`config.mk`:
```
export PLATFORM = sky130hd
export DESIGN_NAME = run_last_seq_flat
export DESIGN_NICKNAME = d
export VERILOG_FILES = /design/src/rtl/run_last_seq_pkg.sv /design/src/rtl/run_last_seq_if.sv /design/src/rtl/run_last_seq_seq_pulse_out.sv /design/src/rtl/run_last_seq.sv /design/src/flat_wrapper.sv
export SDC_FILE = /design/constraint.sdc
export NUM_CORES = 1
export LEC_CHECK = 0
export CORE_MARGIN = 4
export CORE_UTILIZATION = 54
export CTS_CLUSTER_SIZE = 24
export DETAILED_ROUTE_END_ITERATION = 16
export GPL_TIMING_DRIVEN = 0
export PLACE_DENSITY = 0.92
export SETUP_SLACK_MARGIN = 0.05
export SKIP_CTS_REPAIR_TIMING = 1
export SLEW_MARGIN = 5
export SYNTH_ARGS = -nofsm -noshare
export SYNTH_HDL_FRONTEND = slang
export SYNTH_HIERARCHICAL = 1
export SYNTH_SLANG_ARGS = --single-unit
export TNS_END_PERCENT = 30
```
`constraint.sdc`:
```
create_clock -name clk -period 5.7 [get_ports clk]
set_input_delay 0.855 -clock clk [delete_from_list [all_inputs] [get_ports clk]]
set_output_delay 0.855 -clock clk [all_outputs]
set_load 0.02 [all_outputs]
```
`src/rtl/run_last_seq_pkg.sv`:
```
// Shared definitions for the run/last sequencer: state encoding and
// parameter legality helpers used at elaboration time.
package run_last_seq_pkg;

    // Sequencer phases. Encoding 2'd3 is unused and recovers to IDLE.
    typedef enum logic [1:0] {
        ST_IDLE = 2'd0,
        ST_RUN  = 2'd1,
        ST_LAST = 2'd2
    } state_t;

    // Smallest legal forced-termination length.
    localparam int MIN_MAX_RUN     = 1;
    // Smallest legal tail length.
    localparam int MIN_LAST_CYCLES = 1;

    // MAX_RUN must be representable in the run counter and be non-zero.
    function automatic bit max_run_ok(input int cnt_w, input int max_run);
        longint lim;
        lim = (longint'(1) << cnt_w) - 1;
        return (max_run >= MIN_MAX_RUN) && (longint'(max_run) <= lim);
    endfunction

    // The tail phase always lasts at least one cycle.
    function automatic bit last_cycles_ok(input int last_cycles);
        return last_cycles >= MIN_LAST_CYCLES;
    endfunction

endpackage

```
`src/rtl/run_last_seq_if.sv`:
```
// Request/strobe bundle between a request source (master) and the
// run sequencer (slave).
interface run_last_seq_if #(
    parameter int CNT_W = 8
) ();
    logic             req;
    logic             abort;
    logic             g;
    logic             s;
    logic             ovf;
    logic [CNT_W-1:0] run_len;
    logic             busy;

    modport master (
        output req, abort,
        input  g, s, ovf, run_len, busy
    );

    modport slave (
        input  req, abort,
        output g, s, ovf, run_len, busy
    );
endinterface

```
`src/rtl/run_last_seq_seq_pulse_out.sv`:
```
// Optional output register stage for the g/s/ovf strobes. With REG_OUT=0
// the strobes pass straight through; with REG_OUT=1 they are delayed by
// one clock and cleared by reset.
module seq_pulse_out #(
    parameter int REG_OUT = 0
) (
    input  logic clk,
    input  logic rst_n,
    input  logic i_g,
    input  logic i_s,
    input  logic i_ovf,
    output logic o_g,
    output logic o_s,
    output logic o_ovf
);

    if (REG_OUT != 0) begin : g_reg
        logic r_g;
        logic r_s;
        logic r_ovf;

        // Delay every strobe by one cycle; abort does not cancel a strobe
        // that was already decided in the previous cycle.
        always_ff @(posedge clk or negedge rst_n) begin
            if (!rst_n) begin
                r_g   <= 1'b0;
                r_s   <= 1'b0;
                r_ovf <= 1'b0;
            end else begin
                r_g   <= i_g;
                r_s   <= i_s;
                r_ovf <= i_ovf;
            end
        end

        assign o_g   = r_g;
        assign o_s   = r_s;
        assign o_ovf = r_ovf;
    end else begin : g_pass
        // Clock and reset have no load in the combinational variant.
        logic w_unused_clk_rst;
        assign w_unused_clk_rst = clk ^ rst_n;

        assign o_g   = i_g;
        assign o_s   = i_s;
        assign o_ovf = i_ovf;
    end

endmodule

```
`src/rtl/run_last_seq.sv`:
```
// Three-phase run sequencer: IDLE -> RUN -> LAST (tail) -> IDLE.
// Emits a continue strobe (s) on every RUN cycle that stays in RUN, an
// end-of-run strobe (g) when RUN is left normally, and ovf with g when
// the run was cut at MAX_RUN cycles. run_len holds the measured length
// of the most recent completed run.
module run_last_seq
    import run_last_seq_pkg::*;
#(
    parameter int CNT_W       = 8,
    parameter int MAX_RUN     = 255,
    parameter int LAST_CYCLES = 1,
    parameter int REG_OUT     = 0
) (
    input  logic         clk,
    input  logic         rst_n,
    run_last_seq_if.slave bus
);

    // Tail counter only needs to hold LAST_CYCLES-1 down to 0.
    localparam int               TAIL_W    = $clog2(LAST_CYCLES + 1);
    localparam logic [CNT_W-1:0] MAX_RUN_C = CNT_W'(MAX_RUN);
    localparam logic [CNT_W-1:0] CNT_ONE   = CNT_W'(1);
    localparam logic [TAIL_W-1:0] TAIL_INIT = TAIL_W'(LAST_CYCLES - 1);
    localparam logic [TAIL_W-1:0] TAIL_ONE  = TAIL_W'(1);

    if (!max_run_ok(CNT_W, MAX_RUN) || !last_cycles_ok(LAST_CYCLES)) begin : g_param_err
        $error("run_last_seq: MAX_RUN must be 1..2^CNT_W-1 and LAST_CYCLES >= 1");
    end

    state_t              r_state;
    logic [CNT_W-1:0]    r_cnt;
    logic [CNT_W-1:0]    r_run_len;
    logic [TAIL_W-1:0]   r_tail;

    logic                w_g;
    logic                w_s;
    logic                w_ovf;
    logic                w_g_out;
    logic                w_s_out;
    logic                w_ovf_out;

    // Decide this cycle's strobes from the current state and inputs
    // (abort beats end-of-request, which beats the MAX_RUN cut).
    always_comb begin
        w_g   = 1'b0;
        w_s   = 1'b0;
        w_ovf = 1'b0;
        if (r_state == ST_RUN && !bus.abort) begin
            if (!bus.req) begin
                w_g = 1'b1;
            end else if (r_cnt == MAX_RUN_C) begin
                w_g   = 1'b1;
                w_ovf = 1'b1;
            end else begin
                w_s = 1'b1;
            end
        end
    end

    // Phase register plus run counter, tail counter and captured length.
    always_ff @(posedge clk or negedge rst_n) begin
        if (!rst_n) begin
            r_state   <= ST_IDLE;
            r_cnt     <= '0;
            r_tail    <= '0;
            r_run_len <= '0;
        end else begin
            case (r_state)
                ST_IDLE: begin
                    if (bus.req) begin
                        r_state <= ST_RUN;
                        r_cnt   <= CNT_ONE;
                    end
                end
                ST_RUN: begin
                    if (bus.abort) begin
                        r_state <= ST_IDLE;
                    end else if (!bus.req) begin
                        r_state   <= ST_LAST;
                        r_run_len <= r_cnt;
                        r_tail    <= TAIL_INIT;
                    end else if (r_cnt == MAX_RUN_C) begin
                        r_state   <= ST_LAST;
                        r_run_len <= MAX_RUN_C;
                        r_tail    <= TAIL_INIT;
                    end else begin
                        r_cnt <= r_cnt + CNT_ONE;
                    end
                end
                ST_LAST: begin
                    if (bus.abort || r_tail == '0) begin
                        r_state <= ST_IDLE;
                    end else begin
                        r_tail <= r_tail - TAIL_ONE;
                    end
                end
                default: begin
                    r_state <= ST_IDLE;
                end
            endcase
        end
    end

    seq_pulse_out #(
        .REG_OUT (REG_OUT)
    ) u_pulse_out (
        .clk   (clk),
        .rst_n (rst_n),
        .i_g   (w_g),
        .i_s   (w_s),
        .i_ovf (w_ovf),
        .o_g   (w_g_out),
        .o_s   (w_s_out),
        .o_ovf (w_ovf_out)
    );

    assign bus.g       = w_g_out;
    assign bus.s       = w_s_out;
    assign bus.ovf     = w_ovf_out;
    assign bus.run_len = r_run_len;
    assign bus.busy    = (r_state != ST_IDLE);

endmodule

```
`src/flat_wrapper.sv`:
```
// flat-port wrapper written by rule: the top's interface ports become plain ports
module run_last_seq_flat import run_last_seq_pkg::*;
#(
    parameter int CNT_W       = 8,
    parameter int MAX_RUN     = 255,
    parameter int LAST_CYCLES = 1,
    parameter int REG_OUT     = 0
)
  (clk, rst_n, bus_req, bus_abort, bus_g, bus_s, bus_ovf, bus_run_len, bus_busy);
  run_last_seq_if #(.CNT_W(CNT_W)) bus_i ();
  input  logic clk;
  input  logic rst_n;
  input wire logic [$bits(bus_i.req)-1:0] bus_req;
  input wire logic [$bits(bus_i.abort)-1:0] bus_abort;
  output wire logic [$bits(bus_i.g)-1:0] bus_g;
  output wire logic [$bits(bus_i.s)-1:0] bus_s;
  output wire logic [$bits(bus_i.ovf)-1:0] bus_ovf;
  output wire logic [$bits(bus_i.run_len)-1:0] bus_run_len;
  output wire logic [$bits(bus_i.busy)-1:0] bus_busy;
  assign bus_i.req = bus_req;
  assign bus_i.abort = bus_abort;
  assign bus_g = bus_i.g;
  assign bus_s = bus_i.s;
  assign bus_ovf = bus_i.ovf;
  assign bus_run_len = bus_i.run_len;
  assign bus_busy = bus_i.busy;
  run_last_seq #(.CNT_W(CNT_W), .MAX_RUN(MAX_RUN), .LAST_CYCLES(LAST_CYCLES), .REG_OUT(REG_OUT)) u_core (.clk(clk), .rst_n(rst_n), .bus(bus_i));
endmodule
```
# Word level (Yosys, flattened, before mapping)
# Cells that the tools add are included.
dict set report word_totals {
  register_bits 19
  out_inout_bits 12
  wordCells 57
}
dict set report op_classes {
  add_sub_neg 2
  eq_ne 12
  n_mux 26
  bitwise_logic 2
  n_reduce_logical 11
}
# operator count
set ops {}
lappend ops {{$mux 8} 6}
lappend ops {{$pmux 8 s2} 1}
lappend ops {{$mux 1} 12}
lappend ops {{$mux 2} 5}
lappend ops {{$ne 2x2->1 const B} 5}
lappend ops {{$add 8x1->8 const B} 1}
lappend ops {{$eq 8x8->1 const B} 1}
lappend ops {{$pmux 2 s3} 1}
lappend ops {{$reduce_and 3->1} 2}
lappend ops {{$reduce_bool 2->1} 3}
lappend ops {{$reduce_and 5->1} 1}
lappend ops {{$ne 2x1->1 const B} 2}
lappend ops {{$ne 4x4->1 const B} 1}
lappend ops {{$reduce_and 4->1} 1}
lappend ops {{$ne 3x3->1 const B} 1}
lappend ops {{$eq 2x1->1 const B} 1}
lappend ops {{$eq 2x2->1 const B} 1}
lappend ops {{$logic_not 2->1} 1}
lappend ops {{$not 1->1} 2}
lappend ops {{$pmux 1 s2} 1}
lappend ops {{$logic_and 1x1->1} 1}
lappend ops {{$logic_not 1->1} 1}
lappend ops {{$logic_or 1x1->1} 1}
lappend ops {{$sub 1x1->1 const B} 1}

# Longest topological paths before layout
# Gate-level depths: netlist (run 1).
dict set report logic_depth {
  ltp_word 5
  mapped_depth 6
  mapped_depth_nobuf 5
}

# By module
# Netlist (run 1), hierarchy kept.
# module n_inst cells_per_inst area_per_inst_um2 seq_area_each_um2
set modules_own_cells {}
lappend modules_own_cells {run_last_seq 1 83 920.9 475.5}
lappend modules_own_cells {seq_pulse_out 1 3 22.5 0.0}

# Worst setup path after synthesis (run 1)
# OpenSTA, ideal clock, no wires.
dict set report synth_path {
  path_type {input to output}
  start {input port bus_abort}
  end {output port bus_s}
  arrival_time_ns 1.737
  slack_ns 3.108
  stages 4
  n_path_buf 2
  path_cell_list {buf_2 -> nand4bb_1 -> a21oi_1 -> buf_4}
}
dict set report synth_via {
  elab_chain_cells 3
}
# element line
set synth_rtl {}
lappend synth_rtl {{from (decl)} flat_wrapper.sv:14} ;# input wire logic [$bits(bus_i.abort)-1:0] bus_abort;
lappend synth_rtl {{$logic_not 1->1} run_last_seq.sv:48} ;# if (r_state == ST_RUN && !bus.abort) begin
lappend synth_rtl {{$logic_and 1x1->1} run_last_seq.sv:48}
lappend synth_rtl {{$mux 1} run_last_seq.sv:48}
lappend synth_rtl {{to (decl)} flat_wrapper.sv:16} ;# output wire logic [$bits(bus_i.s)-1:0] bus_s;
# Every way passes these cells.

# Worst setup path after layout (run 1)
dict set report layout_path {
  start {input port bus_req}
  end {output port bus_s}
}
dict set report layout_via {
  elab_chain_cells 2
}
# element line
set layout_rtl {}
lappend layout_rtl {{from (decl)} flat_wrapper.sv:13} ;# input wire logic [$bits(bus_i.req)-1:0] bus_req;
lappend layout_rtl {{$mux 1} run_last_seq.sv:49} ;# if (!bus.req) begin
lappend layout_rtl {{$mux 1} run_last_seq.sv:48}
# Every way passes these cells.

==> results_dict.tcl, run 1 <==
set metrics [dict create \
    status "complete, no violations" \
    ys_top_cells_by_area "dfrtp_1 (50%), o22a_1 (7.4%), o21ai_0 (4.2%)" \
    avgViaCountPerCell 6.567 \
    die_area_um2 2480 \
    detail_route.drc_violations 0 \
    min_period_over_period_pct 66.30 \
    row_count 14 \
    initial_core_util_pct 59.84 \
    maxSlewHeadroom_pct 44.93 \
    path_cells "clkdlybuf4s50_1, nand4bb_1, a21oi_1, buf_4, clkdlybuf4s50_1" \
    yosysTopAreaCell "dfrtp_1" \
    vdd_drop_max_v 0.0002092 \
    seq_area_um2 475.5 \
    portBuffers 14 \
    multi_input_area_um2 416.7 \
    yosys.cell_types.count 34 \
    cp-start-kind "input port" \
    instances_no_fill 120 \
    whs_ps 506.4 \
    io-pin-count 16 \
    dp_cells 116 \
    insertion_delay_ps 290 \
    slowest_delay_ps 590 \
    critical_path_required_ps 4850 \
    grt_max_degree 20 \
    syn_avg_cell_area_um2 10.97 \
    cts_tree "built" \
    grt_overflow 0 \
    slowest_stage "clkdlybuf4s50_1" \
    firstDrtPassIters 4 \
    area_delta_synth_final_pct 19.76 \
    path_common_cell "clkdlybuf4s50_1" \
    grt_pass1_wl_um 3346 \
    worstSetupPathType "in -> out" \
    cp-end-kind "output port" \
    ys_seq_area_share_pct 50.40 \
    min_period_ps 3779 \
    syn_inst 86 \
    tightest_slew_ps 823.5 \
    rsz0062_at_grt "false" \
    setup_violations 0 \
    ys_ff_latch 19 \
    ys_warn_count 6 \
    setup_tns_ps 0 \
    cp_top_family "buffers and inverters" \
    final_nets 110 \
    cts_buffer_depth 2 \
    ant_nets 0 \
    synth_area_um2 943.4 \
    synth_top_family_by_area "compound AO/OA/AOI/OAI gates" \
    n_antenna_cell 0 \
    clockRootBuffer "clkbuf_4" \
    core_um2 1577 \
    drt_wl_total_um 2055 \
    synth_top_area_share_pct 50.40 \
    path_max_fanout 5 \
    die_x_um 49.80 \
    cts_inserted_buffers 3 \
    cts.htree.levels 1 \
    hold_class "reg -> reg" \
    finClkSkew_ps 4.910 \
    vias 788 \
    fmax_ghz 0.2646 \
    die_y_um 49.80 \
    dp_hpwl_um 1421 \
    synthSimpleGateAreaFrac_pct 15.12 \
    maxCapViolations 0 \
    synthAdderAreaFrac_pct 1.326 \
    cp.buffers_inverters 3 \
    wire_per_inst_um 17.13 \
    antenna_found_initial 0 \
    clk_pin_slew_ps 90 \
    drive_gt1_share_pct 14.42 \
    grt.total_usage_pct 17.51 \
    gp_congestion 0.8013 \
    synth_compound_area_share_pct 26.66 \
    p_leak_nw 0.4880 \
    syn_nets 91 \
    synth_mux_area_share_pct 1.061 \
    crit_arrival_ps 2920 \
    synth-xor-area-share_pct 0 \
    fin_util_pct 71.67 \
    power_density_nw_per_um2 280.5 \
    slew_violations 0 \
    fillers 133 \
    drt-initial-drc-count 35 \
    finalHoldViolations 0 \
    clock_sinks 19 \
    grt_pass1_vias 742 \
]
-- final timing paths --
kind / start / endpoint / slack [ps] / cells after the start
max: bus_req / bus_s / 1920 / 5
min: u_core/r_tail$_DFFE_PN0P_ / u_core/r_tail$_DFFE_PN0P_ / 510 / 2
max reg2reg: u_core/r_cnt[0]$_DFFE_PN0P_ / u_core/r_cnt[5]$_DFFE_PN0P_ / 3500 / 6
min reg2reg: u_core/r_tail$_DFFE_PN0P_ / u_core/r_tail$_DFFE_PN0P_ / 510 / 2
max in group asynchronous: rst_n / u_core/r_cnt[3]$_DFFE_PN0P_ / 4160 / 1
min in group asynchronous: rst_n / u_core/bus.run_len[1]$_DFFE_PN0P_ / 1030 / 1
-- per-layer routing --
| metal | track usage, % | routed length (µm) | vias up | share of wire [%] |
|---|---|---|---|---|
| li1 | - | - | 357 | - |
| met1 | 23.27 | 944 | 381 | 46 |
| met2 | 27.31 | 939 | 46 | 46 |
| met3 | 3.313 | 147 | 4 | 7.2 |
| met4 | 8.295 | 23 | 0 | 1.1 |
| met5 | 0 | 0 | - | 0 |
-- power breakdown --
part | leakage [nW] | internal (mW) | switching (mW) | total (mW)
Clock | 0.0150 | 0.0272 | 0.0379 | 0.0651
Sequential | 0.239 | 0.151 | 0.0132 | 0.164
Combinational | 0.234 | 0.0444 | 0.0431 | 0.0876
-- registers in the layout, summed over array words and instances (netlist names) --
signal,count
u_core/bus.run_len,8
u_core/r_state,2
u_core/r_cnt,8
u_core/r_tail,1
-- layout make-up --
class / instances / area share (%)
clock buffer: 4 / 2.326
tap: 16 / 1.772
buffer: 7 / 3.876
multi-input combinational: 58 / 36.88
timing repair buffer: 14 / 12.40
sequential: 19 / 42.08
inverter: 2 / 0.6645
-- worst reg2reg max path, stage by stage (launching register included) --
cell and delay (ps):
dfrtp_1 500, ha_1 310, and4_1 220, buf_4 160
a221o_1 420, o21ai_0 290, o21ai_0 160
-- Yosys cell counts --
cell       instances
o311ai_1           1
and4_1             2
nor3b_1            2
a221o_1            1
o21ba_2            1
a31oi_1            1
buf_2              2
nand3_1            3
and3_1             1
clkbuf_1           1
a211oi_4           1
nand2_4            1
o22a_1             8
o31a_1             1
o31ai_1            1
nor2_1             1
inv_1              2
a41oi_1            1
o21ai_0            8
and3_2             1
a22o_1             1
or3_1              2
o311ai_0           1
mux2i_1            1
ha_1               1
buf_4              4
nand2b_1           1
nand2_1            8
or2_2              1
o21a_1             1
a21oi_1            4
nand4bb_1          1
dfrtp_1           19
o41ai_2            1
-- cells in the final DEF, fill, tap and decap left out, drive strengths merged, types with 2 or more instances in the layout --
master          n
clkdlybuf4s50  14
dfrtp          19
clkbuf          5
a21oi           4
nand2           9
and4            2
or3             2
nor3b           2
buf             6
nand3           3
o21ai           8
o311ai          2
o22a            8
inv             2
and3            2
-- logic make-up after synthesis --
| kind of cell | Yosys count |
|---|---|
| buf+inv | 9 |
| simple gates | 24 |
| mux | 1 |
| fa+ha+maj | 1 |
| flops | 19 |
| compound gates | 32 |
-- stage by stage --
| step | area, µm² | setup slack [ps] | power [mW] |
|---|---|---|---|
| 2_1_floorplan | 943.4 | 3108 | 0.2121 |
| 6_report | 1130 | 1921 | 0.3169 |
| 3_5_place_dp | 1104 | 1967 | 0.2538 |
| 5_1_grt | 1130 | 1867 | 0.3337 |
| 3_3_place_gp | 1104 | 2011 | 0.2513 |
| 4_1_cts | 1130 | 1959 | 0.3204 |
Power figures use the tool's default switching activity.
==> run 2, diff against run 1 <==
- CORE_UTILIZATION: 54 -> 50
- PLACE_DENSITY: 0.92 -> 0.87
- clock period: 5.7 -> 3.7 ns (I/O delays scaled with it)
==> run 2 against run 1 <==
Clock-buffer cell count shrank 1. Clock skew grew 0.80 ps. Sequential power grew 53%. Flip-flop and latch count is the same. Non-clock buffer count is the same. Worst setup slack lost 1500 ps. Largest power group unchanged.
==> results_dict.tcl, run 2 (synthesis gave the netlist of run 1 again) <==
set metrics [dict create \
    status "complete, no violations" \
    finalInstanceArea_um2 1142 \
    final_common_cell "dfrtp_1" \
    area_delta_synth_final_pct 21.09 \
    gp_congestion 0.8369 \
    die_x_um 51.44 \
    cts_inserted_buffers 3 \
    grt_overflow 0 \
    insertion_delay_ps 300 \
    worstSetupPathType "reg -> out" \
    final_nets 110 \
    crit_cells 7 \
    wire_per_inst_um 14.98 \
    instances_no_fill 129 \
    core_um2 1764 \
    power_mw 0.4906 \
    cp-start-kind "flip-flop" \
    rsz0062_at_grt "false" \
    clockRootBuffer "clkbuf_4" \
    io-pin-count 16 \
    min_period_over_period_pct 88.01 \
    finClkSkew_ps 5.711 \
    grt_pass1_wl_um 3394 \
    fmax_ghz 0.3071 \
    die_y_um 51.44 \
    ant_nets 0 \
    hold_class "reg -> reg" \
    vdd_drop_max_v 0.0002054 \
    power_density_nw_per_um2 429.5 \
    drt-initial-drc-count 7 \
    path_max_fanout 9 \
    die_area_um2 2646 \
    layout_common_cells "dfrtp_1 (19), clkdlybuf4s50_1 (14), nand2_1 (8), o21ai_0 (8), o22a_1 (8)" \
    setup_violations 0 \
    p_leak_nw 0.4908 \
    n_antenna_cell 0 \
    met1_usage_pct 20.48 \
    cts.htree.levels 1 \
    worstHoldPathCells 1 \
    cp.buffers_inverters 3 \
    detail_route.drc_violations 0 \
    maxSlewHeadroom_pct 46.56 \
    maxCapViolations 0 \
    whs_ps 517.5 \
    vias 777 \
    dpl_cell_area_um2 1115 \
    cts_buffer_depth 2 \
    portBuffers 14 \
    finalHoldViolations 0 \
    grt.total_usage_pct 17.44 \
    dp_cells 125 \
    grt.busiest_layer "met2" \
    cp-end-kind "output port" \
    critical_path_required_ps 3140 \
    crit_arrival_ps 2700 \
    tightest_slew_ps 799.1 \
    grt_pass1_vias 767 \
    clock_sinks 19 \
    drt_wl_total_um 1933 \
    cp_top_family "buffers and inverters" \
    grt_max_degree 20 \
    min_period_ps 3256 \
    slowest_delay_ps 590 \
    grtUsageMet2_pct 28.60 \
    firstDrtPassIters 4 \
    avgViaCountPerCell 6.023 \
    clk_pin_slew_ps 100 \
    initial_core_util_pct 53.48 \
    setup_tns_ps 0 \
    slowest_stage "clkdlybuf4s50_1" \
    antenna_found_initial 0 \
    cts_tree "built" \
    dp_hpwl_um 1423 \
    path_common_cell "buf_4" \
    path_cells "ha_1, and4_1, buf_4, nand2_4, a211oi_4, buf_4, clkdlybuf4s50_1" \
    drive_gt1_share_pct 15.38 \
    reg2reg_depth 6 \
    slew_violations 0 \
    row_count 15 \
    use_met3_pct 4.082 \
]
[run 2: cell count changes in the layout (fill, tap and decap cells not counted)]
cell	previous run	this run
clkinv_2	0	1
clkbuf_1	2	1
[run 2: final timing paths]
kind                                              startpoint  slack, ps                                end
max                              u_core/r_cnt[1]$_DFFE_PN0P_        440                              bus_g
min                        u_core/bus.run_len[2]$_DFFE_PN0P_        520  u_core/bus.run_len[2]$_DFFE_PN0P_
max reg2reg                      u_core/r_cnt[0]$_DFFE_PN0P_       1730        u_core/r_cnt[5]$_DFFE_PN0P_
min reg2reg                u_core/bus.run_len[2]$_DFFE_PN0P_        520  u_core/bus.run_len[2]$_DFFE_PN0P_
max in group asynchronous                              rst_n       2500        u_core/r_cnt[3]$_DFFE_PN0P_
min in group asynchronous                              rst_n        700  u_core/bus.run_len[7]$_DFFE_PN0P_
[run 2: stage by stage]
step           util [%]  setup slack (ps)
2_1_floorplan         -              1549
3_3_place_gp      63.19             601.9
3_5_place_dp      63.19             584.1
4_1_cts           64.75             437.0
5_1_grt           64.75             325.4
6_report          64.75             443.6
[run 2: power by group]
group,internal (mW),switching (mW)
combinational,0.0684,0.0649
clock,0.0403,0.0656
sequential,0.233,0.0187
[run 2: routing by layer]
| metal | part of all wire (%) | vias to the layer above |
|---|---|---|
| li1 | - | 367 |
| met3 | 4.6 | 5 |
| met4 | 2.3 | 0 |
| met5 | 0 | - |
| met1 | 45 | 385 |
| met2 | 48 | 20 |
[run 2: area by class of cell]
cell class | instances | area, µm²
plain buffers | 7 | 43.79
clock buffers | 3 | 22.52
clock inverters | 1 | 5.005
fillers | 156 | 621.8
inverters | 2 | 7.507
multi-input cells | 58 | 416.7
flip-flops and latches | 19 | 475.5
well taps | 25 | 31.28
repair buffers | 14 | 140.1
[run 2: worst register-to-register path: stages (launching register included)]
cell     delay [ps]
dfrtp_1         480
ha_1            290
and4_1          210
buf_4           160
a221o_1         410
o21ai_0         210
o21ai_0         110
==> RTL edit 1 (flow settings as in run 2) <==
`CNT_W` is set to 8 in 3 places; all go to 10.
--- a/src/rtl/run_last_seq_if.sv
+++ b/src/rtl/run_last_seq_if.sv
@@ -3,3 +3,3 @@
 interface run_last_seq_if #(
-    parameter int CNT_W = 8
+    parameter int CNT_W = 10
 ) ();
--- a/src/rtl/run_last_seq.sv
+++ b/src/rtl/run_last_seq.sv
@@ -8,3 +8,3 @@
 #(
-    parameter int CNT_W       = 8,
+    parameter int CNT_W       = 10,
     parameter int MAX_RUN     = 255,
--- a/src/flat_wrapper.sv
+++ b/src/flat_wrapper.sv
@@ -3,3 +3,3 @@
 #(
-    parameter int CNT_W       = 8,
+    parameter int CNT_W       = 10,
     parameter int MAX_RUN     = 255,
Ports: changed (resized bus_run_len); port bits go from 16 to 18. The function was not compared with the original's and may differ.
==> RTL edit 1 against run 2 <==
Clock power rose by 10%. Sequential share of layout area rose by 0.39 points. Total power rose by 16%. Critical path type is now input pin to primary output. Final area rose by 20%. Critical path depth fell by 1. Highest routed layer unchanged. Sequential power rose by 22%. Register-to-register slack improved by 0.05 ns. Maximum frequency fell by 1.4%. Area after synthesis rose by 21%. Sequential cell count rose by 4. Setup slack got worse by 0.045 ns. Routed wire length rose by 31%. Count of clock-buffer cells in the layout rose by 1.
==> RTL edit 1: results (changes against run 2) <==
stage	metric	value	unit	change
run_status	status	finished, final reports clean		
min_path	hold_path.class	flop to flop		
yosys	yosys-top-cells-area	dfrtp_1, o22a_1, o21ai_0		
cts	cts.clk_slew.worst_paths	0.12	ns	+0.02 ns
grt	antenna_found_initial	0		unchanged
place	pre_cts_slack	0.432	ns	-0.152 ns
grt	grt_pass1_vias	964		+26%
cts	cts_buffer_depth	2		unchanged
place	dp_hpwl	1.81	mm	+27%
cts	cts-root-buf	clkbuf_4		
yosys	async_reset_ff_share	100	%	unchanged
detailed_routing	drtIter0Drc	37		+30
cts	h-tree-depth	1		unchanged
yosys	ys.flop_type	dfrtp_1		
yosys	synth.area.mux_share	0.879	%	-0.18 points
yosys	ys_types	37		+8.8%
yosys	synth-warning-count	6		unchanged
place	io_buffers	17		+3
final_layout	fill_cells	178		+14%
final_layout	nets	134		+22%
timing	fmax	303	MHz	-1.4%
setup_path	r2r_setup_slack	1.78	ns	+0.05 ns
grt	grt_pass1_wl	4.34	mm	+28%
setup_path	cp_slowest_cell	clkdlybuf4s50_1		
detailed_routing	routed-via-count	972		+25%
cts	clock_latency	0.31	ns	
timing	fin_skew	0.00155	ns	-0.00416 ns
power	leakage	0.572	nW	+17%
setup_path	crit_arrival	2.75	ns	+0.05 ns
grt	grt_start_max_net_pins	24		+20%
timing	worstMarginPinSlew	0.993	ns	+0.194 ns
yosys	synth_top_cells_by_count	dfrtp_1, inv_1, o22a_1		
place	place.gp.congestion	0.923		+10%
yosys	syn-num-nets	112		+23%
setup_path	critPathTopFamily	buffers and inverters		
setup_path	cp_max_fo	7		-2
power	ir_worst_vdd	0.336	mV	+64%
setup_path	max_stage_delay	0.59	ns	about the same
yosys	synthXorXnorAreaFrac	0	%	unchanged
cts	cts_buffers	3		unchanged
detailed_routing	wire_per_inst	16.3	µm	+8.5%
final_layout	drive_above_1_share	11.7	%	-3.7 points
final_layout	antenna_cells	0		unchanged
detailed_routing	drtPass1Iterations	4		unchanged
yosys	ys_seq_area_share	50.5	%	+0.15 points
yosys	synth_compound_area_share	23.0	%	-3.7 points
grt	grt_use_total	17.7	%	+0.24 points
yosys	synth_fa_ha_area_share	1.10	%	-0.23 points
timing	setup_viol	0		unchanged
==> RTL edit 1: changes by cell type after synthesis, moves of 3 or more <==
| cell | delta |
|---|---|
| nand2_1 | -5 |
| o31ai_1 | +3 |
| nor2_1 | +3 |
| dfrtp_1 | +4 |
| nand4_1 | +5 |
| inv_1 | +6 |
| nor2b_1 | +3 |
==> RTL edit 1: power breakdown <==
part | internal [W] | leakage [nW] | switching (W)
Combinational | 0.0000758 | 0.262 | 0.0000716
Clock | 0.0000422 | 0.0150 | 0.0000750
Sequential | 0.000281 | 0.295 | 0.0000248
==> RTL edit 1: routing by layer <==
| layer | part of all wire, % | GRT usage, % |
|---|---|---|
| met4 | 3.4 | 10.1 |
| met2 | 50 | 30.7 |
| met1 | 40 | 20.7 |
| met5 | 0 | 0 |
| met3 | 6.9 | 2.32 |
==> RTL edit 1: per-stage QoR <==
stage          instances  utilization, %  instance area [µm²]  hold WS [ns]
2_1_floorplan        107               -                 1140         0.259
3_3_place_gp         152            61.3                 1340         0.472
3_5_place_dp         152            61.3                 1340         0.481
4_1_cts              156            62.5                 1370         0.510
5_1_grt              156            62.5                 1370         0.533
6_report             156            62.5                 1370         0.509
==> RTL edit 1: cell type report <==
cell class              count  area share, %
multi-input cells          70           35.8
well taps                  28           2.56
flip-flops and latches     23           42.0
clock buffers               4           1.92
inverters                   8           2.19
plain buffers               6           3.11
repair buffers             17           12.4
==> RTL edit 1: kinds of logic after synthesis <==
kind of cell | count (synthesis)
compound gates | 36
simple gates | 32
flops | 23
buf+inv | 14
mux | 1
fa+ha+maj | 1
==> RTL edit 1: final timing paths <==
check                                start                    end  cells past startpoint
max reg2reg                u_core/r_cnt[0]        u_core/r_cnt[6]                      6
min                          u_core/r_tail          u_core/r_tail                      1
min in group asynchronous            rst_n  u_core/bus.run_len[4]                      1
min reg2reg                  u_core/r_tail          u_core/r_tail                      1
max in group asynchronous            rst_n        u_core/r_cnt[8]                      1
max                              bus_abort                  bus_s                      6
==> RTL edit 2 (flow settings as in run 2) <==
Made on the original files. Encoding of `state_t`: now one-hot (3 bits for 3 states).
--- a/src/rtl/run_last_seq_pkg.sv
+++ b/src/rtl/run_last_seq_pkg.sv
@@ -5,6 +5,6 @@
     // Sequencer phases. Encoding 2'd3 is unused and recovers to IDLE.
-    typedef enum logic [1:0] {
-        ST_IDLE = 2'd0,
-        ST_RUN  = 2'd1,
-        ST_LAST = 2'd2
+    typedef enum logic [2:0] {
+        ST_IDLE = 3'b001,
+        ST_RUN  = 3'b010,
+        ST_LAST = 3'b100
     } state_t;
Check against the original RTL: no difference found for any inputs over 10 cycles, from zero or initial values and one cycle with rst_n low; not proved beyond that.
==> RTL edit 2 against run 2 <==
Count of clock-buffer cells in the layout up 1. Sequential cell count increased by 1. Global-route usage increased by 2.0 points. Critical path type unchanged. Area after synthesis rose by 0.93%. Worst hold slack hardly changed. Largest power group unchanged. First-iteration DRC count grew to 3.3 times the old value. Maximum frequency grew 0.26%. Final cell count up 0.78%. Total power increased by 39%. Setup slack better by 0.0085 ns. Routed wire length up 5.7%. Final area increased by 1.5%. Core utilization rose by 0.99 points. Sequential power up 25%.
==> RTL edit 2: results (changes against run 2) <==
stage	metric	value	unit	change
timing	fin_skew	0.00205	ns	-0.00366 ns
final_layout	drive_above_1_share	12.4	%	-3.0 points
detailed_routing	top_layer	met3		
power	clkPwrFrac	15.4	%	-6.2 points
yosys	synth_fa_ha_area_share	1.31	%	-0.012 points
grt	met1_usage	23.7	%	+3.3 points
setup_path	r2r-end	u_core/r_cnt[2]		
run_status	status	finished, final reports clean		
min_path	hold_path.class	flop to flop		
detailed_routing	met3WireLength	120	µm	+36%
yosys	syn_inst	86		unchanged
cts	cts_buffers	3		unchanged
yosys	ys_seq_area_share	52.7	%	+2.3 points
final_layout	fin_cells	130		+0.78%
cts	cts.clk_slew.worst_paths	0.11	ns	
power	switching_share	33.4	%	+3.0 points
timing	maxSlewHeadroom	41.7	%	-4.9 points
place	dp.cells	126		+0.80%
detailed_routing	met2_length	1.07	mm	+16%
timing	hold_slack	0.517	ns	-0.000173 ns
yosys	synthXorXnorAreaFrac	0	%	unchanged
place	dpl-instance-area	0.00113	mm²	+1.7%
detailed_routing	vias_per_cell	5.71		-5.2%
yosys	synth.area.mux_share	1.05	%	-0.0098 points
yosys	yosys-top-cells-area	dfrtp_1, o22a_1, buf_4		
power	leakage	0.495	nW	+0.86%
cts	clock_latency	0.29	ns	
yosys	synth_compound_area_share	21.2	%	-5.5 points
setup_path	cp_max_fo	10		+1
setup_path	cp_slowest_cell	clkdlybuf4s50_1		
detailed_routing	routedLengthMet1	851	µm	-2.6%
grt	grt_pass1_wl	3.79	mm	+12%
grt	grt_start_max_net_pins	21		+5.0%
yosys	synth-warning-count	6		unchanged
grt	grt_use_total	19.4	%	+2.0 points
place	pre_cts_slack	0.575	ns	-0.00937 ns
power	pwr-share-comb	38.5	%	+11 points
final_layout	nets	111		+0.91%
min_path	holdPathEnd	u_core/bus.run_len[7]		
grt	grt_util_met2	33.9	%	+5.3 points
power	ir_worst_vdd	0.397	mV	+93%
grt	grt_pass1_vias	780		+1.7%
detailed_routing	wire_per_inst	15.7	µm	+4.9%
power	power.density	590	mW/mm²	+37%
place	dp_hpwl	1.46	mm	+2.8%
yosys	synth_top_cells_by_count	dfrtp_1, o22a_1, buf_4, inv_1, nand2_1		
setup_path	crit_arrival	2.69	ns	about the same
grt	groute.layer.met3.usage	4.01	%	-0.070 points
detailed_routing	drtIter0Drc	23		+16
place	place.gp.congestion	0.824		-1.6%
yosys	ys_types	33		-2.9%
min_path	min_from	u_core/bus.run_len[7]		
place	io_buffers	15		+1
## RTL edit 2: cell types whose count changed in the layout (fill, tap and decap cells not counted), moves of 3 or more
cell,delta
nand2_1,-3
o21ai_0,-7
a31oi_1,+3
inv_1,+3
nor2_1,+3
## RTL edit 2: layout make-up
type	count	area, µm²
buffer	7	52.6
multi-input combinational	54	379
clock buffer	4	26.3
timing repair buffer	15	150
fill	153	604
tap	25	31.3
inverter	5	18.8
sequential	20	502
## RTL edit 2: how the worst max path moves through the flow
stage,from,cells after the start,to,slack (ns)
6_report,u_core/r_cnt[0],7,bus_g,0.45
5_1_grt,u_core/r_cnt[0],7,bus_g,0.27
4_1_cts,u_core/r_cnt[0],7,bus_g,0.45
3_5_place_dp,bus_abort,6,bus_g,0.57
3_3_place_gp,bus_abort,6,bus_g,0.61
2_1_floorplan,u_core/r_cnt[0],6,bus_g,1.58
